$ cat src/rtl/spi_mem_burst_reader.sv
// Turns one "read N bytes from address A" command into as many spi_memory_master
// read transactions as the output FIFO allows, streaming the bytes out in order.
module spi_mem_burst_reader #(
    parameter int          ADDR_WIDTH  = 8,
    parameter int          DEPTH       = 4,
    parameter logic [7:0]  READ_OPCODE = 8'h03,
    parameter logic [3:0]  DUMMY       = 4'd0
) (
    input  logic                  main_clock,
    input  logic                  reset,
    input  logic                  start,
    input  logic [ADDR_WIDTH-1:0] start_addr,
    input  logic [15:0]           length,
    output logic                  active,
    output logic                  done,
    output logic                  overflow,
    output logic [7:0]            opcode,
    output logic [ADDR_WIDTH-1:0] addr,
    output logic [3:0]            dummy_cycles,
    output logic                  addr_flag,
    output logic                  write_data_flag,
    output logic [7:0]            write_data,
    output logic                  trigger,
    output logic                  read_data_flag,
    input  logic [7:0]            read_data,
    input  logic                  read_data_ready,
    input  logic                  read_data_flag_captured,
    input  logic                  spi_busy,
    output logic [7:0]            out_data,
    output logic                  out_valid,
    input  logic                  out_ready,
    output logic [2:0]            state_dbg
);

    localparam int PW = $clog2(DEPTH);
    localparam int CW = PW + 1;

    typedef enum logic [2:0] {
        ST_IDLE   = 3'd0,
        ST_CHECK  = 3'd1,
        ST_LAUNCH = 3'd2,
        ST_RUN    = 3'd3,
        ST_DONE   = 3'd4
    } state_t;

    state_t                state;
    logic [15:0]           len_q;
    logic [ADDR_WIDTH-1:0] base_addr;
    logic [15:0]           requested;
    logic [15:0]           received;
    logic                  captured_q;

    logic [7:0]            mem [DEPTH];
    logic [PW-1:0]         wr_ptr;
    logic [PW-1:0]         rd_ptr;
    logic [CW-1:0]         fifo_count;

    logic                  fifo_full;
    logic                  push;
    logic                  pop;
    logic                  captured_rise;
    logic [15:0]           in_flight;
    logic [16:0]           occupancy;
    logic                  window;

    assign opcode          = READ_OPCODE;
    assign dummy_cycles    = DUMMY;
    assign addr_flag       = 1'b1;
    assign write_data_flag = 1'b0;
    assign write_data      = 8'h00;
    assign active          = (state != ST_IDLE);
    assign state_dbg       = state;

    // Output stream: a byte transfers on every cycle where out_valid && out_ready
    // at the rising clock edge; out_valid never depends on out_ready.
    assign out_valid = (fifo_count != '0);
    assign out_data  = out_valid ? mem[rd_ptr] : 8'h00;
    assign fifo_full = (fifo_count == CW'(DEPTH));
    assign pop       = out_valid && out_ready;
    assign push      = read_data_ready && (!fifo_full || pop);

    // Bytes already requested but not yet returned still need a FIFO slot.
    assign in_flight      = requested - received;
    assign occupancy      = 17'(fifo_count) + {1'b0, in_flight};
    assign window         = (requested < len_q) && (occupancy < 17'(DEPTH));
    assign read_data_flag = window && ((state == ST_LAUNCH) || (state == ST_RUN));
    assign captured_rise  = read_data_flag_captured && !captured_q;

    always_ff @(posedge main_clock) begin
        if (reset) begin
            wr_ptr     <= '0;
            rd_ptr     <= '0;
            fifo_count <= '0;
            overflow   <= 1'b0;
        end else begin
            if (push) begin
                mem[wr_ptr] <= read_data;
                wr_ptr      <= wr_ptr + PW'(1);
            end
            if (pop) begin
                rd_ptr <= rd_ptr + PW'(1);
            end
            case ({push, pop})
                2'b10:   fifo_count <= fifo_count + CW'(1);
                2'b01:   fifo_count <= fifo_count - CW'(1);
                default: fifo_count <= fifo_count;
            endcase
            if (read_data_ready && fifo_full && !pop) begin
                overflow <= 1'b1;
            end
        end
    end

    always_ff @(posedge main_clock) begin
        if (reset) begin
            state      <= ST_IDLE;
            len_q      <= '0;
            base_addr  <= '0;
            requested  <= '0;
            received   <= '0;
            captured_q <= 1'b0;
            addr       <= '0;
            trigger    <= 1'b0;
            done       <= 1'b0;
        end else begin
            done       <= 1'b0;
            captured_q <= read_data_flag_captured;
            if (captured_rise && read_data_flag) begin
                requested <= requested + 16'd1;
            end
            // A dropped overflow byte still counts, so the address stays in step.
            if (read_data_ready) begin
                received <= received + 16'd1;
            end
            case (state)
                ST_IDLE: begin
                    if (start) begin
                        if (length == 16'd0) begin
                            state <= ST_DONE;
                            done  <= 1'b1;
                        end else begin
                            len_q     <= length;
                            base_addr <= start_addr;
                            requested <= '0;
                            received  <= '0;
                            state     <= ST_CHECK;
                        end
                    end
                end
                ST_CHECK: begin
                    if (received == len_q) begin
                        state <= ST_DONE;
                        done  <= 1'b1;
                    end else if (window) begin
                        state   <= ST_LAUNCH;
                        trigger <= 1'b1;
                        addr    <= base_addr + ADDR_WIDTH'(received);
                    end
                end
                ST_LAUNCH: begin
                    if (spi_busy) begin
                        state   <= ST_RUN;
                        trigger <= 1'b0;
                    end
                end
                ST_RUN: begin
                    if (!spi_busy) begin
                        state <= ST_CHECK;
                    end
                end
                ST_DONE: begin
                    state <= ST_IDLE;
                end
                default: begin
                    state <= ST_IDLE;
                end
            endcase
        end
    end

endmodule

$ cat config.mk
export PLATFORM = sky130hd
export DESIGN_NAME = spi_mem_burst_reader
export DESIGN_NICKNAME = d
export VERILOG_FILES = /design/src/rtl/spi_mem_burst_reader.sv
export SDC_FILE = /design/constraint.sdc
export NUM_CORES = 1
export LEC_CHECK = 0
export CAP_MARGIN = 20
export CORE_MARGIN = 1.5
export CORE_UTILIZATION = 69
export DETAILED_ROUTE_END_ITERATION = 8
export DONT_BUFFER_PORTS = 1
export HOLD_SLACK_MARGIN = 0.12
export PLACE_DENSITY = 0.85
export SYNTH_ARGS = -nofsm -noshare
export SYNTH_HDL_FRONTEND = slang
export SYNTH_SLANG_ARGS = --single-unit
$ cat constraint.sdc
create_clock -name main_clock -period 9.95 [get_ports main_clock]
set_clock_uncertainty 0.15 [all_clocks]
set_input_delay 1.99 -clock main_clock [delete_from_list [all_inputs] [get_ports main_clock]]
set_output_delay 1.99 -clock main_clock [all_outputs]
set_load 0.01 [all_outputs]
# Word-level counts from Yosys, hierarchy flattened
# Memories as Yosys holds them, arrays and structs flattened. A register that Yosys moved wholly into a read port is not among the register bits.
# Index checks and enable logic that the tools add are counted.
[classes]
n_mux = 30
add_sub_neg = 9
bitwise_logic = 2
n_lt_le_gt_ge = 2
eq_ne = 13
reduce_logical = 23
[ops]
columns = ["op", "n"]
rows = [
  ["$mux W16", 8],
  ["$add A16 B1 Y16 const B", 2],
  ["$mux W3", 6],
  ["$add A3 B16 Y17", 1],
  ["$lt A17 B3 Y1 const B", 1],
  ["$eq A16 B16 Y1", 1],
  ["$logic_not A16 Y1", 1],
  ["$lt A16 B16 Y1", 1],
  ["$sub A16 B16 Y16", 1],
  ["$pmux W3 S4", 1],
  ["$ne A2 B2 Y1 const B", 5],
  ["$mux W1", 9],
  ["$add A8 B8 Y8", 1],
  ["$logic_and A1 B1 Y1", 8],
  ["$mux W8", 1],
  ["$reduce_and A4 Y1", 2],
  ["$eq A3 B2 Y1 const B", 2],
  ["$pmux W3 S2", 1],
  ["$reduce_and A3 Y1", 2],
  ["$reduce_bool A3 Y1", 2],
  ["$add A2 B1 Y2 const B", 2],
  ["$mux W2", 2],
  ["$pmux W1 S2", 2],
  ["$reduce_bool A2 Y1", 2],
  ["11 further kinds", 15],
]
[totals]
mem_bits_rw = 32
memories = 1
register_bits = 78
output_inout_bits = 47
[memory_table]
columns = ["name", "words", "width", "rd", "rd_clocked_by_memory_dff", "write_ports", "line", "source"]
rows = [
  ["mem", 4, 8, 1, 1, 1, "53", "logic [7:0] mem [DEPTH];"],
]

# Longest topological paths before layout
# Gate-level depths: netlist of run 1.
[logic_depth]
depth_word = 10
mapped_depth = 13
depth_no_buf = 12

# Least setup slack after synthesis of run 1
# No wires, ideal clock.
[synth_path]
kind = "flip-flop to output port"
start = "reg received[5]"
end = "out read_data_flag"
required_time_ns = 7.810
arrival_time_ns = 3.308
setup_slack_ns = 4.502
path_stages_with_launch = 12
n_path_buf = 1
cell_sequence = "dfxtp_1 inv_1 ha_1 buf_6 a211o_1 a211o_1 and4_4 or4_1 a22o_1 a211o_1 or4_1 nor3_1"
[synth_between]
elab_chain_cells = 5
[synth_lines]
columns = ["element", "line", "source"]
rows = [
  ["from (decl)", "50", "logic [15:0] received;"],
  ["from (signal assigned)", "133", "received <= received + 16'd1;"],
  ["$sub A16 B16 Y16", "83", "assign in_flight = requested - received;"],
  ["$add A3 B16 Y17", "84", "assign occupancy = 17'(fifo_count) + {1'b0, in_flight};"],
  ["$lt A17 B3 Y1", "85", "assign window = (requested < len_q) && (occupancy < 17'(DEPTH));"],
  ["$logic_and A1 B1 Y1", "85", ""],
  ["$logic_and A1 B1 Y1", "86", "assign read_data_flag = window && ((state == ST_LAUNCH) || (state == ST_RUN));"],
  ["to (decl)", "24", "output logic read_data_flag,"],
]
# Every way passes these cells.

# Final worst setup path of run 1
[layout_path]
start = "reg requested[0]"
end = "out read_data_flag"
[layout_between]
elab_chain_cells = 5
[layout_lines]
columns = ["element", "line", "source"]
rows = [
  ["from (decl)", "49", "logic [15:0] requested;"],
  ["from (signal assigned)", "129", "requested <= requested + 16'd1;"],
  ["$sub A16 B16 Y16", "83", ""],
  ["$add A3 B16 Y17", "84", ""],
  ["$lt A17 B3 Y1", "85", ""],
  ["$logic_and A1 B1 Y1 *", "85", ""],
  ["$logic_and A1 B1 Y1 *", "86", ""],
]
# Mark *: on every way between the ends. The rest lies on a longest branch, timed or not.

==> results.md, run 1 <==
- Max cap viols: 0
- Core area: 9330 um2
- Post-synthesis cell count: 716
- Share of layout cells above drive strength 1: 5.36%
- I/O Buffers: 0
- Number of cell rows: 35
- Worst EP arrival: 4.19 ns
- DR pass1 iterations: 5
- Die area: 10,300 um2
- Worst min-delay path class: register to register
- CP endpoint kind: output port
- Adder and majority gate portion of the synthesized area: 9.30%
- Largest net degree at the start of global routing: 51
- Minimum clock period after layout: 6.33 ns
- Final Slew Violations: 0
- Largest cells by area after synthesis: dfxtp_1, edfxtp_1, ha_1
- Fin Setup TNS: 0 ns
- Ys async rst share: 0%
- Slew @ Worst Pin: 0.805 ns
- Area fraction of the dominant cell type after synthesis: 23.9%
- Hold_buf cts: 0
- Rel. slew slack: 46.3%
- Commonest non-fill, non-tap cell in the layout: dfxtp_1
- Final hold vios: 0
- Syn Area/Cell: 9.36 um2
- Ports: 86
- Simple-Gate Fraction of Synth Area: 18.4%
- Unrepaired setup endpoints after global routing: no
- Postcts setup bufs: 0
- RR Startpoint: requested[0]$_SDFF_PP0_
- Routed vias/inst: 6.35
- H-Tree Depth: 3
- Drt total wl: 15,500 um
- Clk buf depth: 2
- Worst Path Required: 7.81 ns
- Antenna Cells: 0
- Fmax: 0.158 GHz
- Leading cell types in the layout, fill and taps excluded: dfxtp_1, nor2_1, inv_1, ha_1, mux2i_1
- Global-route wire length before repair: 24,700 um
- Overflow after GRT: 0
- FF+latch count, synth: 112
- Layout area overhead: 3.42%
- Post-DP HPWL: 11,700 um
- Post-route ant nets: 0
- Worst skew pair latency: 0.39 ns
- Cts bufs inserted: 9
- Mux contribution to synthesized area: 9.11%
- Compound-Gate Fraction of Synth Area: 11.8%
- Status: completed
- Peak supply drop: 120 uV
- DR WL/cell: 18.6 um
- Register area share after synthesis: 38.2%
- Crit Path Class: register to output port
- Main synth FF type: dfxtp_1
- EDFF count, synth: 32
- Power per cell area: 141 nW/um2
- RD Place Congestion: 0.935
- Number of vias in the routed layout: 5,321
- Number of remaining DRC errors: 0
- Horiz. Die Dim: 102 um
- Worst setup SP type: register
- YS warnings: 0
- Reg clk slew, reported paths: 0.12 ns
- Worst hold start: addr[5]$_SDFFE_PP0P_
- Post-Synth XOR/XNOR Area: 6.14%
- Period utilization: 63.6%
- CP startpoint: requested[0]$_SDFF_PP0_
- Vias in the first global route: 5,139
- Post-cts sizing count: 0
- GRT Overall Usage: 30.8%
- Starting DRC count in detailed routing: 398
- Initial Utilization: 71.9%
- Die Y-Extent: 102 um
- Clk sinks: 112
- Largest family of logic cells by synthesized area: simple AND/OR/NAND/NOR gates
- Initial antenna violation count: 0
- Maximum fanout along the worst path: 4
- Root buf cell: clkbuf_8
- Unique masters post-synth: 63
- Final setup violating endpoints: 0
- Pleak: 2.96 nW
- CTS tree: built
- Largest area contributor in the netlist: dfxtp_1
- Layout net count: 791
- Area of the mapped netlist: 6700 um2
- Fin util: 74.3%
## cell families after synthesis
group                    Yosys count
AND/OR/NAND/NOR                  240
AO/OA/AOI/OAI                    119
flip-flops                       112
buffers and inverters             97
multiplexers                      51
adder cells (fa/ha/maj)           48
XOR/XNOR                          47
other                              2
## Yosys cell counts (all sizes together), types with 4 or more instances
| cell | instances |
|---|---|
| a211o | 5 |
| a211oi | 6 |
| a21o | 9 |
| a21oi | 35 |
| a31oi | 4 |
| and2 | 13 |
| and3 | 18 |
| buf | 29 |
| clkbuf | 20 |
| dfxtp | 80 |
| edfxtp | 32 |
| ha | 45 |
| inv | 48 |
| mux2i | 43 |
| mux4 | 8 |
| nand2 | 35 |
| nand2b | 19 |
| nand3 | 28 |
| nand4 | 15 |
| nor2 | 66 |
| nor2b | 4 |
| nor3 | 10 |
| nor4 | 13 |
| o2111ai | 5 |
| o21ai | 22 |
| o21bai | 4 |
| or2 | 4 |
| or3 | 4 |
| or4 | 4 |
| xnor2 | 22 |
| xor2 | 25 |
## final timing paths
check                          to  slack, ns  cells after the start
max reg2reg  addr[1]$_SDFFE_PP0P_       5.72                     12
min          addr[5]$_SDFFE_PP0P_       0.38                      2
max                read_data_flag       3.62                     12
min reg2reg  addr[5]$_SDFFE_PP0P_       0.38                      2
## cell type report
type	count	area (um2)
Multi-Input combinational cell	527	3760
Sequential cell	112	2560
Fill cell	633	2400
Inverter	48	180
Tap cell	129	161
Clock buffer	10	149
Clock inverter	6	70.1
Timing Repair Buffer	6	46.3
## per-layer routing
layer | routed length, um | GRT usage (%) | vias up
met2 | 7350 | 51.3 | 256
li1 | - | - | 2494
met5 | 0 | 0 | -
met3 | 1200 | 4.69 | 42
met1 | 6570 | 40.9 | 2529
met4 | 437 | 10.9 | 0
## power by group
| part | total (mW) | switching (mW) | internal, mW |
|---|---|---|---|
| combinational | 0.169 | 0.101 | 0.0680 |
| sequential | 0.512 | 0.0240 | 0.488 |
| clock | 0.296 | 0.179 | 0.117 |
| total | 0.977 | 0.303 | 0.673 |
## critical path, stage by stage, from the launching register on
cell and delay (ns):
dfxtp_1 0.39, inv_1 0.10, ha_1 0.26, fa_1 0.42, xnor2_1 0.19, ha_1 0.26
nor4_1 0.23, o2111ai_1 0.14, a2111oi_0 0.36, o2111ai_1 0.32, a211o_1 0.30, or4_1 0.49
nor3_1 0.35
## through the flow
step / instances / setup slack, ns / area, um2 / power, mW / hold WS [ns]
after floorplan: 736 / 4.50 / 6780 / 0.657 / 0.320
after global placement: 820 / 4.27 / 6700 / 0.677 / 0.343
after detailed placement: 821 / 4.10 / 6700 / 0.686 / 0.350
after CTS: 837 / 3.69 / 6920 / 0.976 / 0.375
after global routing: 838 / 3.33 / 6930 / 1.01 / 0.398
final: 838 / 3.62 / 6930 / 0.977 / 0.379
## state kept, by name, summed over array words and instances, names as in the netlist, named ones only
name and count:
rd_ptr 2, wr_ptr 2, fifo_count 3, captured_q 1
requested 16, received 16, trigger 1, mem 32
overflow 1, addr 8, len_q 16, base_addr 8
state_dbg 3, done 1
No activity file was read; power rests on OpenSTA's default activity.
==> run 2: changes to the inputs <==
- CORE_UTILIZATION: 69 -> 58
- PLACE_DENSITY: 0.85 -> 0.76
- clock period: 9.95 -> 5.39 ns (I/O delays scaled with it)
==> run 2 against run 1 <==
Sequential power is 84% higher. Critical endpoint unchanged. Cell area is 2.3% higher. Register-to-register slack worse by 4.4 ns. Clock-buffer cell count stayed put. Largest cell class unchanged. Cell count is 1.9% higher.
==> results.md, run 2 (synthesized netlist as in run 1, its figures left out) <==
- Commonest non-fill, non-tap cell in the layout: dfxtp_1
- GRT Overall Usage: 25.4%
- Leading cell types in the layout, fill and taps excluded: dfxtp_1, nor2_1, inv_1, ha_1, mux2i_1
- Post-DP HPWL: 11,500 um
- Post-DP Area: 6730 um2
- Ports: 86
- Comb power frac: 16.3%
- Die Y-Extent: 111 um
- Period utilization: 96.5%
- Max FFs per register: 32
- Status: completed
- Share of layout cells above drive strength 1: 6.75%
- Final hold vios: 0
- Final setup violating endpoints: 0
- Starting DRC count in detailed routing: 323
- Number of vias in the routed layout: 5,100
- Crit Path Class: register to output port
- Cts bufs inserted: 9
- Initial Utilization: 59.2%
- Overflow after GRT: 0
- Final std cells w/o fill: 854
- Worst setup SP type: register
- CP cell instances: inv_1, ha_1, nor2b_1, o2111a_1, o211a_1, or4_1, a22o_1, a211o_1, or4_1, nor3_2, buf_4
- CP peak stage delay: 0.54 ns
- CP endpoint kind: output port
- Global-route wire length before repair: 24,700 um
- Routed vias/inst: 5.97
- Drt total wl: 15,000 um
- Clk sinks: 112
- Root buf cell: clkbuf_16
- Die area: 12,200 um2
- RD Place Congestion: 0.891
- Worst EP arrival: 3.97 ns
- Power per cell area: 274 nW/um2
- Reg clk slew, reported paths: 0.08 ns
- Maximum fanout along the worst path: 8
- Core area: 11,300 um2
- Switching share of power: 29.2%
- Placed instance count: 836
- Layout area overhead: 5.77%
- Vias in the first global route: 5,140
- Most common cell on crit path: or4_1
- Layout net count: 793
- Peak supply drop: 260 uV
- Initial antenna violation count: 0
- Number of remaining DRC errors: 0
- Slew @ Worst Pin: 0.755 ns
- Max cap viols: 0
- I/O Buffers: 0
- Worst skew pair latency: 0.37 ns
- Pint: 1.38 mW
- Crit-path slowest cell: dfxtp_1
- H-Tree Depth: 3
- DR pass1 iterations: 5
- Fmax: 0.192 GHz
- Clock power share: 35.1%
- Largest net degree at the start of global routing: 51
- Horiz. Die Dim: 111 um
- Worst Path Required: 4.16 ns
- Largest Register: mem
- Rel. slew slack: 49.6%
- Antenna Cells: 0
- Minimum clock period after layout: 5.20 ns
- Pleak: 3.01 nW
- DR WL/cell: 17.6 um
- Post-route ant nets: 0
- Worst min-delay path class: register to register
- NetSw: 566 uW
- Flop pwr share: 48.6%
- Number of cell rows: 39
- Clk buf depth: 2
- Final Slew Violations: 0
- Design Area, Final: 7090 um2
- CTS tree: built
-- run 2: cell type report --
class | count | area (um2)
Clock buffer | 10 | 239
Clock inverter | 6 | 67.6
Fill cell | 952 | 4230
Inverter | 48 | 180
Multi-Input combinational cell | 527 | 3800
Sequential cell | 112 | 2560
Tap cell | 143 | 179
Timing Repair Buffer | 8 | 61.3
-- run 2: final timing paths --
check,start,slack (ns),depth (start not counted),to
min reg2reg,base_addr[0]$_SDFFE_PP0P_,0.37,2,base_addr[0]$_SDFFE_PP0P_
max,received[1]$_SDFF_PP0_,0.19,11,read_data_flag
min,base_addr[0]$_SDFFE_PP0P_,0.37,2,base_addr[0]$_SDFFE_PP0P_
max reg2reg,requested[0]$_SDFF_PP0_,1.32,13,addr[1]$_SDFFE_PP0P_
-- run 2: repair_timing --
item	4_1_cts	5_1_grt
pin swaps	1	5
buffers inserted	1	0
cloned	0	0
hold buffers	0	0
endpoints found under the setup margin	1	1
gates resized for setup	0	9
hold endpoints to repair	0	0
-- run 2: metrics by stage --
| stage | hold WS [ns] | setup TNS (ns) | worst slack (ns) | util (%) | power (mW) |
|---|---|---|---|---|---|
| final | 0.368 | 0 | 0.189 | 62.6 | 1.94 |
| after global routing | 0.384 | -0.0131 | -0.0131 | 62.6 | 2.03 |
| after CTS | 0.371 | 0 | 0.0283 | 62.2 | 1.95 |
| after detailed placement | 0.352 | 0 | 0.311 | 59.5 | 1.27 |
| after global placement | 0.346 | 0 | 0.444 | 59.4 | 1.25 |
| after floorplan | 0.320 | 0 | 0.854 | - | 1.21 |
-- run 2: power by group through the flow --
stage / logic (mW) / registers [mW] / clock network (mW)
3_5_place_dp: 0.305 / 0.963 / 0
3_3_place_gp: 0.294 / 0.961 / 0
5_1_grt: 0.354 / 0.949 / 0.726
6_report: 0.317 / 0.943 / 0.682
2_1_floorplan: 0.273 / 0.940 / 0
4_1_cts: 0.311 / 0.943 / 0.693
-- run 2: routing by layer --
metal  track usage, %  routed length [um]
met1             30.9                6740
met2             43.4                7530
met3             4.83                 473
met4             11.7                 302
met5                0                   0
-- run 2: critical path: cells and delay by family (launching register included) --
family          cells  cell delay (ns)
compound gates      4             1.11
fa+ha+maj           1             0.31
buf+inv             2             0.30
flops               1             0.54
simple gates        4             1.35
==> run 3: changes to the inputs <==
==> constraint.sdc (replaced) <==
create_clock -name main_clock -period 5.39 [get_ports main_clock]
set_clock_uncertainty 0.15 [all_clocks]
set_input_delay 0.539 -clock main_clock [delete_from_list [all_inputs] [get_ports main_clock]]
set_output_delay 0.539 -clock main_clock [all_outputs]
set_load 0.01 [all_outputs]
==> run 3 against run 2 <==
Global-route usage up 0.40 points. Largest power group unchanged. Non-clock buffer count up 9. Critical endpoint unchanged. First-iteration DRC count down 6.5%.
==> results.md, run 3 (synthesized netlist as in run 1, its figures left out) <==
- Status: completed
- Initial antenna violation count: 0
- Worst EP arrival: 4.26 ns
- Hold Path Cell Cnt: 1
- CTS tree: built
- Layout net count: 802
- Fin util: 63.1%
- DR WL/cell: 17.9 um
- Die area: 12,200 um2
- Crit Path Class: register to output port
- Crit-path slowest cell: or4_1
- Final setup violating endpoints: 0
- Starting DRC count in detailed routing: 302
- Commonest non-fill, non-tap cell in the layout: dfxtp_1
- Vias in the first global route: 5,066
- Horiz. Die Dim: 111 um
- CP peak stage delay: 0.50 ns
- Unrepaired setup endpoints after global routing: no
- Ports: 86
- CP cell instances: inv_1, ha_1, fa_1, xnor2_1, ha_1, nor4_1, o2111ai_1, a2111oi_0, o2111ai_1, a211o_1, or4_1, nor3_1
- Max FFs per register: 32
- Number of cell rows: 39
- Max cap viols: 0
- DR pass1 iterations: 5
- R2r endpoint: addr[1]$_SDFFE_PP0P_
- Fin Setup TNS: 0 ns
- Period utilization: 91.9%
- Post-DP HPWL: 11,700 um
- Filler instances: 940
- Final worst setup slack: 0.439 ns
- Leading cell types in the layout, fill and taps excluded: dfxtp_1, nor2_1, inv_1, ha_1, mux2i_1
- Routed vias/inst: 6.01
- Core area: 11,300 um2
- Place WS: 0.891 ns
- GRT Overall Usage: 25.8%
- Power per cell area: 267 nW/um2
- Peak supply drop: 305 uV
- Storage element area: 2560 um2
- Post-route ant nets: 0
- Clk sinks: 112
- Reg clk slew, reported paths: 0.07 ns
- Final hold vios: 0
- I/O Buffers: 0
- WHS Endpoint: captured_q$_SDFF_PP0_
- Worst skew pair latency: 0.36 ns
- Share of layout cells above drive strength 1: 5.42%
- Overflow after GRT: 0
- Maximum fanout along the worst path: 4
- Initial Utilization: 59.2%
- Number of vias in the routed layout: 5,186
- CP endpoint kind: output port
- Fmax: 0.202 GHz
- Antenna Cells: 0
- Layout area overhead: 6.53%
- Drt total wl: 15,400 um
- Pleak: 3.04 nW
- Post-cts sizing count: 0
- Clk buf depth: 2
- RD Place Congestion: 0.866
- H-Tree Depth: 3
- Worst Path Required: 4.70 ns
- Root buf cell: clkbuf_16
- WP buf/inv: 1
- Overall Power: 1.91 mW
- Worst hold start: read_data_flag_captured
- Minimum clock period after layout: 4.95 ns
- Largest net degree at the start of global routing: 48
- Reg2Reg Depth: 12
- Final Slew Violations: 0
- Crit path max-delay family: simple AND/OR/NAND/NOR gates
- Worst setup SP type: register
- Largest Register: mem
- Number of remaining DRC errors: 0
- Global-route wire length before repair: 25,200 um
- R2R Setup Slk: 1.23 ns
- Slew @ Worst Pin: 0.716 ns
- Multi-input logic area: 3760 um2
- RR Startpoint: requested[0]$_SDFF_PP0_
- Die Y-Extent: 111 um
- Rel. slew slack: 52.3%
- Cts bufs inserted: 9
- Worst min-delay path class: primary input to register
-- run 3: per-stage QoR --
step	instance area [um2]	instances	hold WS (ns)
finish	7140	863	0.166
floorplan	6780	736	0.320
CTS	7070	855	0.120
global placement	6710	834	0.345
detailed placement	6730	835	0.357
global route	7140	863	0.162
-- run 3: worst max-delay path by stage --
| stage | start | end | depth (start not counted) |
|---|---|---|---|
| floorplan | received[5]$_SDFF_PP0_ | read_data_flag | 11 |
| global placement | requested[0]$_SDFF_PP0_ | read_data_flag | 12 |
| detailed placement | requested[0]$_SDFF_PP0_ | read_data_flag | 12 |
| CTS | requested[0]$_SDFF_PP0_ | read_data_flag | 12 |
| global route | requested[0]$_SDFF_PP0_ | read_data_flag | 12 |
| finish | requested[0]$_SDFF_PP0_ | read_data_flag | 12 |
-- run 3: routing by layer --
layer | global-route usage [%] | wire length, um
met5 | 0 | 0
met4 | 9.32 | 435
met3 | 5.05 | 678
met2 | 44.4 | 7640
met1 | 32.1 | 6680
-- run 3: final cells by class --
cell class | count | area share, %
multi-input cells | 527 | 52.7
flip-flops and latches | 112 | 35.9
clock buffers | 11 | 3.45
inverters | 48 | 2.52
well taps | 143 | 2.51
repair buffers | 17 | 2.38
clock inverters | 5 | 0.561
-- run 3: report_power, final --
| group | total (mW) | switching [mW] | internal, mW |
|---|---|---|---|
| logic | 0.322 | 0.190 | 0.132 |
| registers | 0.944 | 0.0430 | 0.901 |
| clock network | 0.645 | 0.309 | 0.336 |
-- run 3: what timing repair did --
| item | CTS | global route |
|---|---|---|
| hold buffers | 4 | 7 |
| hold endpoints to repair | 55 | 25 |
| buffers inserted | 0 | 0 |
-- run 3: worst register-to-register path, stage by stage, from the launching register on --
cell and delay (ns):
dfxtp_1 0.37, inv_1 0.10, ha_1 0.24, fa_1 0.41, xnor2_1 0.18, ha_1 0.25, nor4_1 0.22, o2111ai_1 0.13
a2111oi_0 0.37, o2111ai_1 0.35, or4_1 0.76, or3_1 0.41, a21oi_1 0.15
